[config.mk]
export PLATFORM = sky130hd
export DESIGN_NAME = rs422_uart_tx
export DESIGN_NICKNAME = d
export VERILOG_FILES = /design/src/rtl/rs422_uart_tx.sv
export SDC_FILE = /design/constraint.sdc
export NUM_CORES = 1
export LEC_CHECK = 0
export ABC_AREA = 1
export CAP_MARGIN = 20
export CORE_MARGIN = 5
export CORE_UTILIZATION = 55
export DETAILED_ROUTE_END_ITERATION = 10
export GPL_ROUTABILITY_DRIVEN = 0
export PLACE_DENSITY = 0.76
export REMOVE_ABC_BUFFERS = 1
export SLEW_MARGIN = 20
export SYNTH_ARGS = -nofsm -noshare
export SYNTH_HDL_FRONTEND = slang
export SYNTH_SLANG_ARGS = --single-unit
[constraint.sdc]
create_clock -name clk1_8m -period 4 [get_ports clk1_8m]
set_input_delay 0.6 -clock clk1_8m [delete_from_list [all_inputs] [get_ports clk1_8m]]
set_output_delay 0.6 -clock clk1_8m [all_outputs]
set_load 0.01 [all_outputs]
[src/rtl/rs422_uart_tx.sv]
// Byte FIFO plus 8N1/8E1/8O1/8N2 serialiser; bit timing from clk_baud rising edges, 16 clocks per bit.
// Start bit 1..17 clocks after push into an idle block; tx_ready drops while the FIFO is full and such pushes are dropped.
module rs422_uart_tx #(
    parameter int DATA_BITS  = 8,
    parameter int PARITY     = 0,
    parameter int STOP_BITS  = 1,
    parameter int FIFO_DEPTH = 4
) (
    input  logic                 clk1_8m,
    input  logic                 rst,
    input  logic                 clk_baud,
    input  logic [DATA_BITS-1:0] tx_data,
    input  logic                 tx_valid,
    output logic                 tx_ready,
    output logic                 txd,
    output logic                 busy
);

    localparam int PW  = $clog2(FIFO_DEPTH);
    localparam int CW  = $clog2(FIFO_DEPTH + 1);
    localparam int BCW = $clog2(DATA_BITS + 1);
    localparam logic [CW-1:0]  FULL_CNT  = CW'(FIFO_DEPTH);
    localparam logic [BCW-1:0] LAST_BIT  = BCW'(DATA_BITS);
    localparam logic [1:0]     NUM_STOPS = 2'(STOP_BITS);

    typedef enum logic [2:0] {IDLE, START, DATA, PAR, STOP} state_t;

    state_t                 state_q, state_d;
    logic [DATA_BITS-1:0]   shift_q, shift_d;
    logic [BCW-1:0]         bit_cnt_q, bit_cnt_d;
    logic [1:0]             stop_cnt_q, stop_cnt_d;
    logic                   par_q, par_d;
    logic                   txd_q, txd_d;
    logic                   busy_q;
    logic                   baud_q;
    logic [DATA_BITS-1:0]   mem [FIFO_DEPTH];
    logic [PW-1:0]          wr_ptr_q, rd_ptr_q;
    logic [CW-1:0]          count_q, count_d;
    logic                   tick, push, pop;

    assign tick     = clk_baud & ~baud_q;
    assign tx_ready = (count_q != FULL_CNT);
    assign push     = tx_valid & tx_ready;
    assign txd      = txd_q;
    assign busy     = busy_q;

    always_comb begin
        state_d    = state_q;
        shift_d    = shift_q;
        bit_cnt_d  = bit_cnt_q;
        stop_cnt_d = stop_cnt_q;
        par_d      = par_q;
        txd_d      = txd_q;
        pop        = 1'b0;
        if (tick) begin
            unique case (state_q)
                IDLE: begin
                    if (count_q != '0) begin
                        pop     = 1'b1;
                        shift_d = mem[rd_ptr_q];
                        par_d   = 1'b0;
                        txd_d   = 1'b0;
                        state_d = START;
                    end
                end
                START: begin
                    txd_d     = shift_q[0];
                    par_d     = par_q ^ shift_q[0];
                    shift_d   = shift_q >> 1;
                    bit_cnt_d = BCW'(1);
                    state_d   = DATA;
                end
                DATA: begin
                    if (bit_cnt_q < LAST_BIT) begin
                        txd_d     = shift_q[0];
                        par_d     = par_q ^ shift_q[0];
                        shift_d   = shift_q >> 1;
                        bit_cnt_d = bit_cnt_q + 1'b1;
                    end else if (PARITY != 0) begin
                        // even parity sends the XOR itself so the total count of ones is even
                        txd_d   = (PARITY == 2) ? par_q : ~par_q;
                        state_d = PAR;
                    end else begin
                        txd_d      = 1'b1;
                        stop_cnt_d = 2'd1;
                        state_d    = STOP;
                    end
                end
                PAR: begin
                    txd_d      = 1'b1;
                    stop_cnt_d = 2'd1;
                    state_d    = STOP;
                end
                STOP: begin
                    if (stop_cnt_q < NUM_STOPS) begin
                        stop_cnt_d = stop_cnt_q + 2'd1;
                    end else if (count_q != '0) begin
                        pop     = 1'b1;
                        shift_d = mem[rd_ptr_q];
                        par_d   = 1'b0;
                        txd_d   = 1'b0;
                        state_d = START;
                    end else begin
                        state_d = IDLE;
                    end
                end
                default: begin
                    txd_d   = 1'b1;
                    state_d = IDLE;
                end
            endcase
        end
    end

    always_comb begin
        count_d = count_q;
        if (push && !pop) count_d = count_q + 1'b1;
        else if (pop && !push) count_d = count_q - 1'b1;
    end

    always_ff @(posedge clk1_8m) begin
        if (push) mem[wr_ptr_q] <= tx_data;
    end

    always_ff @(posedge clk1_8m) begin
        if (rst) begin
            // baud_q starts high so a clk_baud already high at release is not taken as an edge
            baud_q     <= 1'b1;
            state_q    <= IDLE;
            shift_q    <= '0;
            bit_cnt_q  <= '0;
            stop_cnt_q <= '0;
            par_q      <= 1'b0;
            txd_q      <= 1'b1;
            busy_q     <= 1'b0;
            wr_ptr_q   <= '0;
            rd_ptr_q   <= '0;
            count_q    <= '0;
        end else begin
            baud_q     <= clk_baud;
            state_q    <= state_d;
            shift_q    <= shift_d;
            bit_cnt_q  <= bit_cnt_d;
            stop_cnt_q <= stop_cnt_d;
            par_q      <= par_d;
            txd_q      <= txd_d;
            busy_q     <= (state_d != IDLE) | (count_d != '0);
            count_q    <= count_d;
            if (push) wr_ptr_q <= wr_ptr_q + 1'b1;
            if (pop)  rd_ptr_q <= rd_ptr_q + 1'b1;
        end
    end

endmodule

**After elaboration in Yosys (flattened, before gate mapping)**

Memories as Yosys holds them, arrays and structs flattened. A register that Yosys moved wholly into a read port is not among the register bits.
Cells that the tools add are included.

- Logic and storage cells: 76
- Output and inout bits: 3
- Register bits after elaboration: 27
- Input port bits: 12
- Memories kept: 1
- Memory bits (writable): 32

Memories:

| memory | depth | bits a word | read ports | clocked after Yosys merged registers in | wr ports | RTL line | source |
|---|---|---|---|---|---|---|---|
| mem | 4 | 8 | 1 | 1 | 1 | 36 | `logic [DATA_BITS-1:0] mem [FIFO_DEPTH];` |

- Reduce and logical (&&, ||, !) cells: 15
- Add/sub/neg operators: 6
- Bitwise operators: 4
- Magnitude comparators: 2
- Equal/unequal tests: 9
- Multiplexer cells: 29

Operator list:

| cell | number |
|---|---|
| one-hot mux 8 bit (4 select lines) | 1 |
| 2-to-1 mux 8 bit | 3 |
| 2-to-1 mux 3 bit | 6 |
| one-hot mux 3 bit (5 select lines) | 1 |
| nonzero test 3 bit | 4 |
| 2-to-1 mux 1 bit | 9 |
| 2-to-1 mux 2 bit | 4 |
| inequality test 2 bit (second input constant) | 4 |
| one-hot mux 4 bit (2 select lines) | 1 |
| AND reduction 4 bit | 2 |
| adder 2 x 1 -> 2 bit (second input constant) | 3 |
| equality test 3 x 2 -> 1 bit (second input constant) | 2 |
| one-hot mux 2 bit (3 select lines) | 1 |
| adder 4 x 1 -> 4 bit (second input constant) | 1 |
| less-than comparator 4 bit (second input constant) | 1 |
| 2-to-1 mux 4 bit | 1 |
| one-hot mux 1 bit (4 select lines) | 1 |
| nonzero test 4 bit | 1 |
| adder 3 x 1 -> 3 bit (second input constant) | 1 |
| equality test 3 x 1 -> 1 bit (second input constant) | 1 |
| equality test 3 bit (second input constant) | 1 |
| logical NOT 3 bit | 1 |
| inequality test 3 bit (second input constant) | 1 |
| AND reduction 3 bit | 1 |
| other kinds (10) | 13 |

**Longest topological paths before layout**

Gate-level depths: netlist of run 1.

- Depth after elaboration: 10
- Depth in mapped cells: 12
- Mapped depth without buffers: 12

**Worst setup path before layout of run 1**

Ideal clock, no wire load.

- Path type: register -> register
- From: register count_q[0]
- To: memory mem[0][0], enable pin
- Period minus slack after synthesis: 1.735 ns
- Cell stages (with the launch flop): 7
- Required time: 3.629 ns
- Slack: 2.265 ns
- Data arrival time: 1.364 ns
- Path buffers: 1
- Cells stage by stage: dfxtp_1 inv_1 ha_1 nand2_1 nand2_1 buf_2 nor2_1

- Longest elaborated chain between the ends: 4

Ends and longest elaborated chain:

| element | RTL line | source |
|---|---|---|
| start, declared | 38 | `logic [CW-1:0] count_q, count_d;` |
| start signal, assigned | 148 | `count_q <= count_d;` |
| inequality test 3 bit | 42 | `assign tx_ready = (count_q != FULL_CNT);` |
| named net tx_ready | 14 | `output logic tx_ready,` |
| bitwise AND 1 bit | 43 | `assign push = tx_valid & tx_ready;` |
| 2-to-1 mux 1 bit | 122 | `if (push) mem[wr_ptr_q] <= tx_data;` |
| 2-to-1 mux 1 bit (implied by the code) | 122 |  |
| end, declared | 36 |  |

The timed path passes the listed nets, and every way through them passes these cells.

**Worst setup path in the final report of run 1**

- From: register count_q[0]
- To: output tx_ready

- Longest elaborated chain between the ends: 1

Ends and longest elaborated chain:

| element | RTL line |
|---|---|
| inequality test 3 bit | 42 |
| end, declared | 14 |

No other way between the ends.

==> qor.txt, run 1 <==
largest cells by area after synthesis = edfxtp_1 (35%), dfxtp_1 (21%), nand2_1 (8.2%), nor2_1 (6.5%), o21ai_0 (5.6%)
clock latency on the worst-skew pair = 0.34 ns
GRT overflow = 0
row cnt = 25
DIE AREA = 6520 µm²
WP data required = 3.40 ns
DRC Markers = 0
Crit Reg-Reg Startpoint = count_q[0]$_SDFF_PP0_
Period minus WS final = 2.25 ns
Tightest Pin Transition = 0.779 ns
final worst hold slack = 0.436 ns
Synth area leader = edfxtp_1
post-synthesis cell area = 2750 µm²
Root Driver = clkbuf_8
status = complete, no violations
fraction of layout cells with a size suffix above 1 = 9.12%
reg2reg path depth = 5
Post-CTS Resized = 0
R2R Setup Slk = 1.97 ns
Ys Warns = 0
syn avg cell area = 8.97 µm²
critical path's largest stage delay = 0.54 ns
worst setup path endpoint = tx_ready
post-route ant nets = 0
PD cells = 445 nW/µm²
P_leak = 0.00127 µW
clock-pin slew on the worst setup and hold paths = 0.06 ns
via count = 1982
global-route wire length before repair = 8.44 mm
CP top delay family = buffers and inverters
# Post-CTS Setup Buffers = 0
Final Cycle Share = 56.1%
die width = 80.8 µm
io pins = 15
reg2reg end = mem[3][5]$_DFFE_PP_
skew final = 0.00725 ns
Rel. slew slack = 47.9%
Post-synth EDFFs = 32
Crit. path cell count = 4
diode count = 0
Initial Util = 57.5%
WS Path Type = reg -> out
# clock sinks = 61
pin count of the biggest net entering global routing = 18
Die Y = 80.8 µm
Main synth FF type = edfxtp_1
Nets = 345
Final Hold Violating Endpoints = 0
post-synth top area share = 34.9%
WP buf/inv = 2
Core ar. = 4790 µm²
TritonRoute pass-1 iters = 4
count leader, synth = nand2_1
drt via density = 5.01
Total Routing Usage GR = 17.1%
Synth top cells by count = nand2_1 (60), nor2_1 (48), edfxtp_1 (32)
vias in the first global route = 1884
register area share after synthesis = 56.0%
Cells after Synth = 307
ys async rst share = 0%
unrepaired setup endpoints after global routing = no
count of cell types in the netlist = 32
final setup fails = 0
CTS max path bufs = 2
Worst Setup Start Kind = flop
Pwr Total = 1400 µW
final slew viol count = 0
hpwl dp = 3.41 mm
setup TNS = 0 ns
hold_buf cts = 0
Hold Path Class = reg -> reg
Layout area overhead = 14.1%
peak supply drop = 0.000376 V
critical path's slowest cell = clkdlybuf4s50_1
crit path DAT = 1.65 ns
max-cap viol count = 0
cts bufs inserted = 9
Iteration-0 DRC Markers = 176
drt wl/cell = 12.9 µm
PortBufs = 14
crit path from = count_q[0]$_SDFF_PP0_
max frequency = 0.445 GHz
Synth Register Bits = 61
crit path cell chain = inv_1 -> ha_1 -> nand2_1 -> clkdlybuf4s50_1
H-tree levels = 3
Max FO, Critical Path = 3
Crit. End Element = primary output
WL final = 5.11 mm
initial antenna violation count = 0
CTS tree = built
## cell type report
class	instances	area, µm²
Clock inverter	5	76.3
Fill cell	386	1640
Inverter	34	128
Tap cell	67	83.8
Clock buffer	11	131
Multi-Input combinational cell	204	1040
Sequential cell	61	1540
Timing Repair Buffer	14	140
## flip-flops by register name, indices dropped and copies added (netlist names), named ones only
register / flops
rd_ptr_q: 2
txd: 1
busy: 1
wr_ptr_q: 2
count_q: 3
baud_q: 1
stop_cnt_q: 2
shift_q: 8
state_q: 3
mem: 32
bit_cnt_q: 4
## through the flow
step | instances | area (µm²) | util (%) | worst slack [ns]
global route | 396 | 3140 | 65.7 | 1.68
CTS | 396 | 3140 | 65.7 | 1.75
detailed placement | 380 | 2940 | 61.3 | 1.61
finish | 396 | 3140 | 65.7 | 1.75
floorplan | 299 | 2710 | - | 2.28
global placement | 380 | 2940 | 61.3 | 1.67
## worst register-to-register path, stage by stage (launching register included)
cell and delay (ns):
dfxtp_1 0.36, inv_1 0.09, ha_1 0.24, nand2_1 0.10, nand2_1 0.22, nor2_1 0.67
## metal layers
| layer | routed length [µm] | global-route usage [%] | vias up | part of all wire, % |
|---|---|---|---|---|
| li1 | - | - | 1050 | - |
| met1 | 2450 | 22.3 | 892 | 48 |
| met2 | 2380 | 27.0 | 28 | 47 |
| met3 | 166 | 3.33 | 12 | 3.2 |
| met4 | 112 | 9.29 | 0 | 2.2 |
| met5 | 0 | 0 | - | 0 |
## worst min path at each step
stage,from,endpoint,slack [ns],cells past startpoint
6_report,stop_cnt_q[0]$_SDFFE_PP0P_,stop_cnt_q[0]$_SDFFE_PP0P_,0.44,1
3_3_place_gp,stop_cnt_q[0]$_SDFFE_PP0P_,stop_cnt_q[0]$_SDFFE_PP0P_,0.42,1
3_5_place_dp,stop_cnt_q[0]$_SDFFE_PP0P_,stop_cnt_q[0]$_SDFFE_PP0P_,0.42,1
4_1_cts,stop_cnt_q[0]$_SDFFE_PP0P_,stop_cnt_q[0]$_SDFFE_PP0P_,0.43,1
2_1_floorplan,stop_cnt_q[0]$_SDFFE_PP0P_,stop_cnt_q[0]$_SDFFE_PP0P_,0.40,1
5_1_grt,stop_cnt_q[0]$_SDFFE_PP0P_,stop_cnt_q[0]$_SDFFE_PP0P_,0.46,1
## kinds of logic (layout without fill, tap and decap cells)
logic type                 after synthesis  after routing  synth area share (%)
DFF                                     61             61                  56.0
buffers and inverters                   42             64                  6.18
AOI/OAI and AO/OA                       61             61                  12.1
and+or+nand+nor                        134            134                  21.7
adders and majority gates                9              9                  4.09
## layout by cell type (no fill, tap or decap), drive strengths merged
master,instances
o21ai,38
clkinv,3
clkbuf,11
nor3,2
o22ai,1
nand4,1
a41oi,1
dfxtp,29
edfxtp,32
ha,9
nand3,12
clkdlybuf4s50,14
a31oi,1
a21oi,17
a22oi,1
inv,33
nor2,55
a211oi,1
bufinv,2
nand3b,1
clkinvlp,1
nand2,63
a31o,1
## where the power goes
part / switching, µW / internal (µW)
registers: 12.1 / 686
clock network: 229 / 348
logic: 76.2 / 46.3
total: 317 / 1080
(Power assumes the default switching activity.)
==> inputs of run 2 (changes only) <==
clock period = 2.2 ns   (was 4 ns; I/O delays follow)
==> run 2 against run 1 <==
- via count increased by 3.2%
- global-route usage increased by 1.4 points
- hold slack got worse by 0.011 ns
- die area unchanged
- combinational power increased by 92%
- critical endpoint unchanged
==> qor.txt, run 2 (synthesis gave the netlist of run 1 again) <==
net switching power = 581 µW (+83%)
Final Hold Violating Endpoints = 0 (unchanged)
Nets = 352 (+2.0%)
Root Driver = clkbuf_8
WP data required = 1.87 ns (-1.53 ns)
Total Routing Usage GR = 18.5% (+1.4 points)
sequential share of power = 52.0% (+2.1 points)
Clk pwr share = 38.3% (-3.0 points)
Period minus WS final = 1.97 ns
max-cap viol count = 0 (unchanged)
Layout area overhead = 15.1%
Die Y = 80.8 µm (unchanged)
Hold Path Class = reg -> reg
number of flip-flops in the largest register = 32 (unchanged)
unrepaired setup endpoints after global routing = no
die width = 80.8 µm (unchanged)
GRT overflow = 0 (unchanged)
Rel. slew slack = 64.7% (+17 points)
# Post-CTS Setup Buffers = 0 (unchanged)
Worst Setup Start Kind = flop
skew final = 0.00549 ns (-0.00176 ns)
Setup WS post-layout = 0.235 ns (-1.52 ns)
peak supply drop = 0.000437 V (+16%)
Initial Util = 57.5% (unchanged)
dpl ws = 0.216 ns (-1.39 ns)
hpwl dp = 3.53 mm (+3.4%)
TritonRoute pass-1 iters = 5 (+1)
Int Power = 1850 µW (+72%)
Max FO, Critical Path = 3 (unchanged)
via count = 2046 (+3.2%)
WL final = 5.12 mm (+0.12%)
crit path DAT = 1.64 ns (about the same)
clock-pin slew on the worst setup and hold paths = 0.06 ns (about the same)
global-route wire length before repair = 9.04 mm (+7.1%)
H-tree levels = 3 (unchanged)
post-route ant nets = 0 (unchanged)
Iteration-0 DRC Markers = 140 (-20%)
pin count of the biggest net entering global routing = 17 (-1)
critical path's largest stage delay = 0.54 ns (about the same)
drt via density = 5.08 (+1.4%)
Post-CTS Resized = 0 (unchanged)
PortBufs = 14 (unchanged)
# clock sinks = 61 (unchanged)
max frequency = 0.509 GHz
status = complete, no violations
cts bufs inserted = 9 (unchanged)
FILL cells = 396 (+2.6%)
hold_buf cts = 0 (unchanged)
clock latency on the worst-skew pair = 0.33 ns (about the same)
initial antenna violation count = 0 (unchanged)
WS Path Type = reg -> out
row cnt = 25 (unchanged)
most frequent cells in the layout = nand2_1 (60), nor2_1 (48), edfxtp_1 (32), inv_1 (31), o21ai_0 (31)
drt wl/cell = 12.7 µm (-1.6%)
vias in the first global route = 2071 (+9.9%)
WP buf/inv = 2 (unchanged)
Final Cycle Share = 89.3%
crit path cell chain = inv_1 -> ha_1 -> nand2_1 -> clkdlybuf4s50_1
fraction of layout cells with a size suffix above 1 = 11.0% (+1.9 points)
P_leak = 0.00130 µW (+2.1%)
final setup fails = 0 (unchanged)
Crit. End Element = primary output
PD cells = 768 nW/µm² (+73%)
DIE AREA = 6520 µm² (unchanged)
combinational share of power = 9.7% (+0.9 points)
switching part of the total = 23.8% (+1.1 points)
setup TNS = 0 ns (unchanged)
crit path from = count_q[0]$_SDFF_PP0_
diode count = 0 (unchanged)
io pins = 15 (unchanged)
CTS max path bufs = 2 (unchanged)
min-delay src = stop_cnt_q[0]$_SDFFE_PP0P_
Top Registers = mem: 32 flops, shift_q: 8 flops, bit_cnt_q: 4 flops
Crit Reg-Reg Startpoint = count_q[0]$_SDFF_PP0_
DRC Markers = 0 (unchanged)
final slew viol count = 0 (unchanged)
critical path's slowest cell = clkdlybuf4s50_1
CTS tree = built
Core ar. = 4790 µm² (unchanged)
Top reg by flops = mem
CP top delay family = buffers and inverters
Tightest Pin Transition = 0.529 ns (-0.250 ns)
most common cell after layout, fill and taps aside = nand2_1
## run 2: path summary, 6_finish.rpt
path              cells after the start                    endpoint  slack (ns)
hold reg to reg                       1  stop_cnt_q[0]$_SDFFE_PP0P_        0.42
setup / recovery                      4                    tx_ready        0.23
hold / removal                        1  stop_cnt_q[0]$_SDFFE_PP0P_        0.42
setup reg to reg                     10             busy$_SDFF_PP0_        0.43
## run 2: per-stage QoR
| step | total power, µW | hold slack (ns) | util [%] | std cells | cell area [µm²] |
|---|---|---|---|---|---|
| floorplan | 1440 | 0.399 | - | 299 | 2710 |
| global placement | 1520 | 0.413 | 62.4 | 387 | 2990 |
| detailed placement | 1530 | 0.418 | 62.4 | 387 | 2990 |
| CTS | 2450 | 0.427 | 66.2 | 403 | 3170 |
| global route | 2550 | 0.495 | 66.2 | 403 | 3170 |
| finish | 2430 | 0.425 | 66.2 | 403 | 3170 |
## run 2: cell type report
class,instances,area [µm²],area share (%)
inverters,34,128,4.03
flip-flops and latches,61,1540,48.6
clock buffers,11,131,4.14
well taps,67,83.8,2.64
clock inverters,5,51.3,1.62
repair buffers,21,193,6.08
multi-input cells,204,1040,32.9
## run 2: routing by layer
layer  wire length (µm)  GRT usage, %  vias up
li1                   -             -     1064
met5                  0             0        -
met3                189          5.10        7
met4                 77          10.5        0
met2               2470          29.2       42
met1               2380          23.0      933
## run 2: power groups by stage
stage               Combinational (µW)  Clock, µW  Sequential, µW
floorplan                          148          0            1290
global route                       274       1010            1270
global placement                   229          0            1290
finish                             236        933            1270
CTS                                238        946            1270
detailed placement                 237          0            1290
==> inputs of run 3 (changes only) <==
CTS_CLUSTER_SIZE = 25   (was default)
TNS_END_PERCENT = 30   (was default)
==> results of run 3 <==
Same layout as run 2: the final DEF is identical, and so are final timing and power.
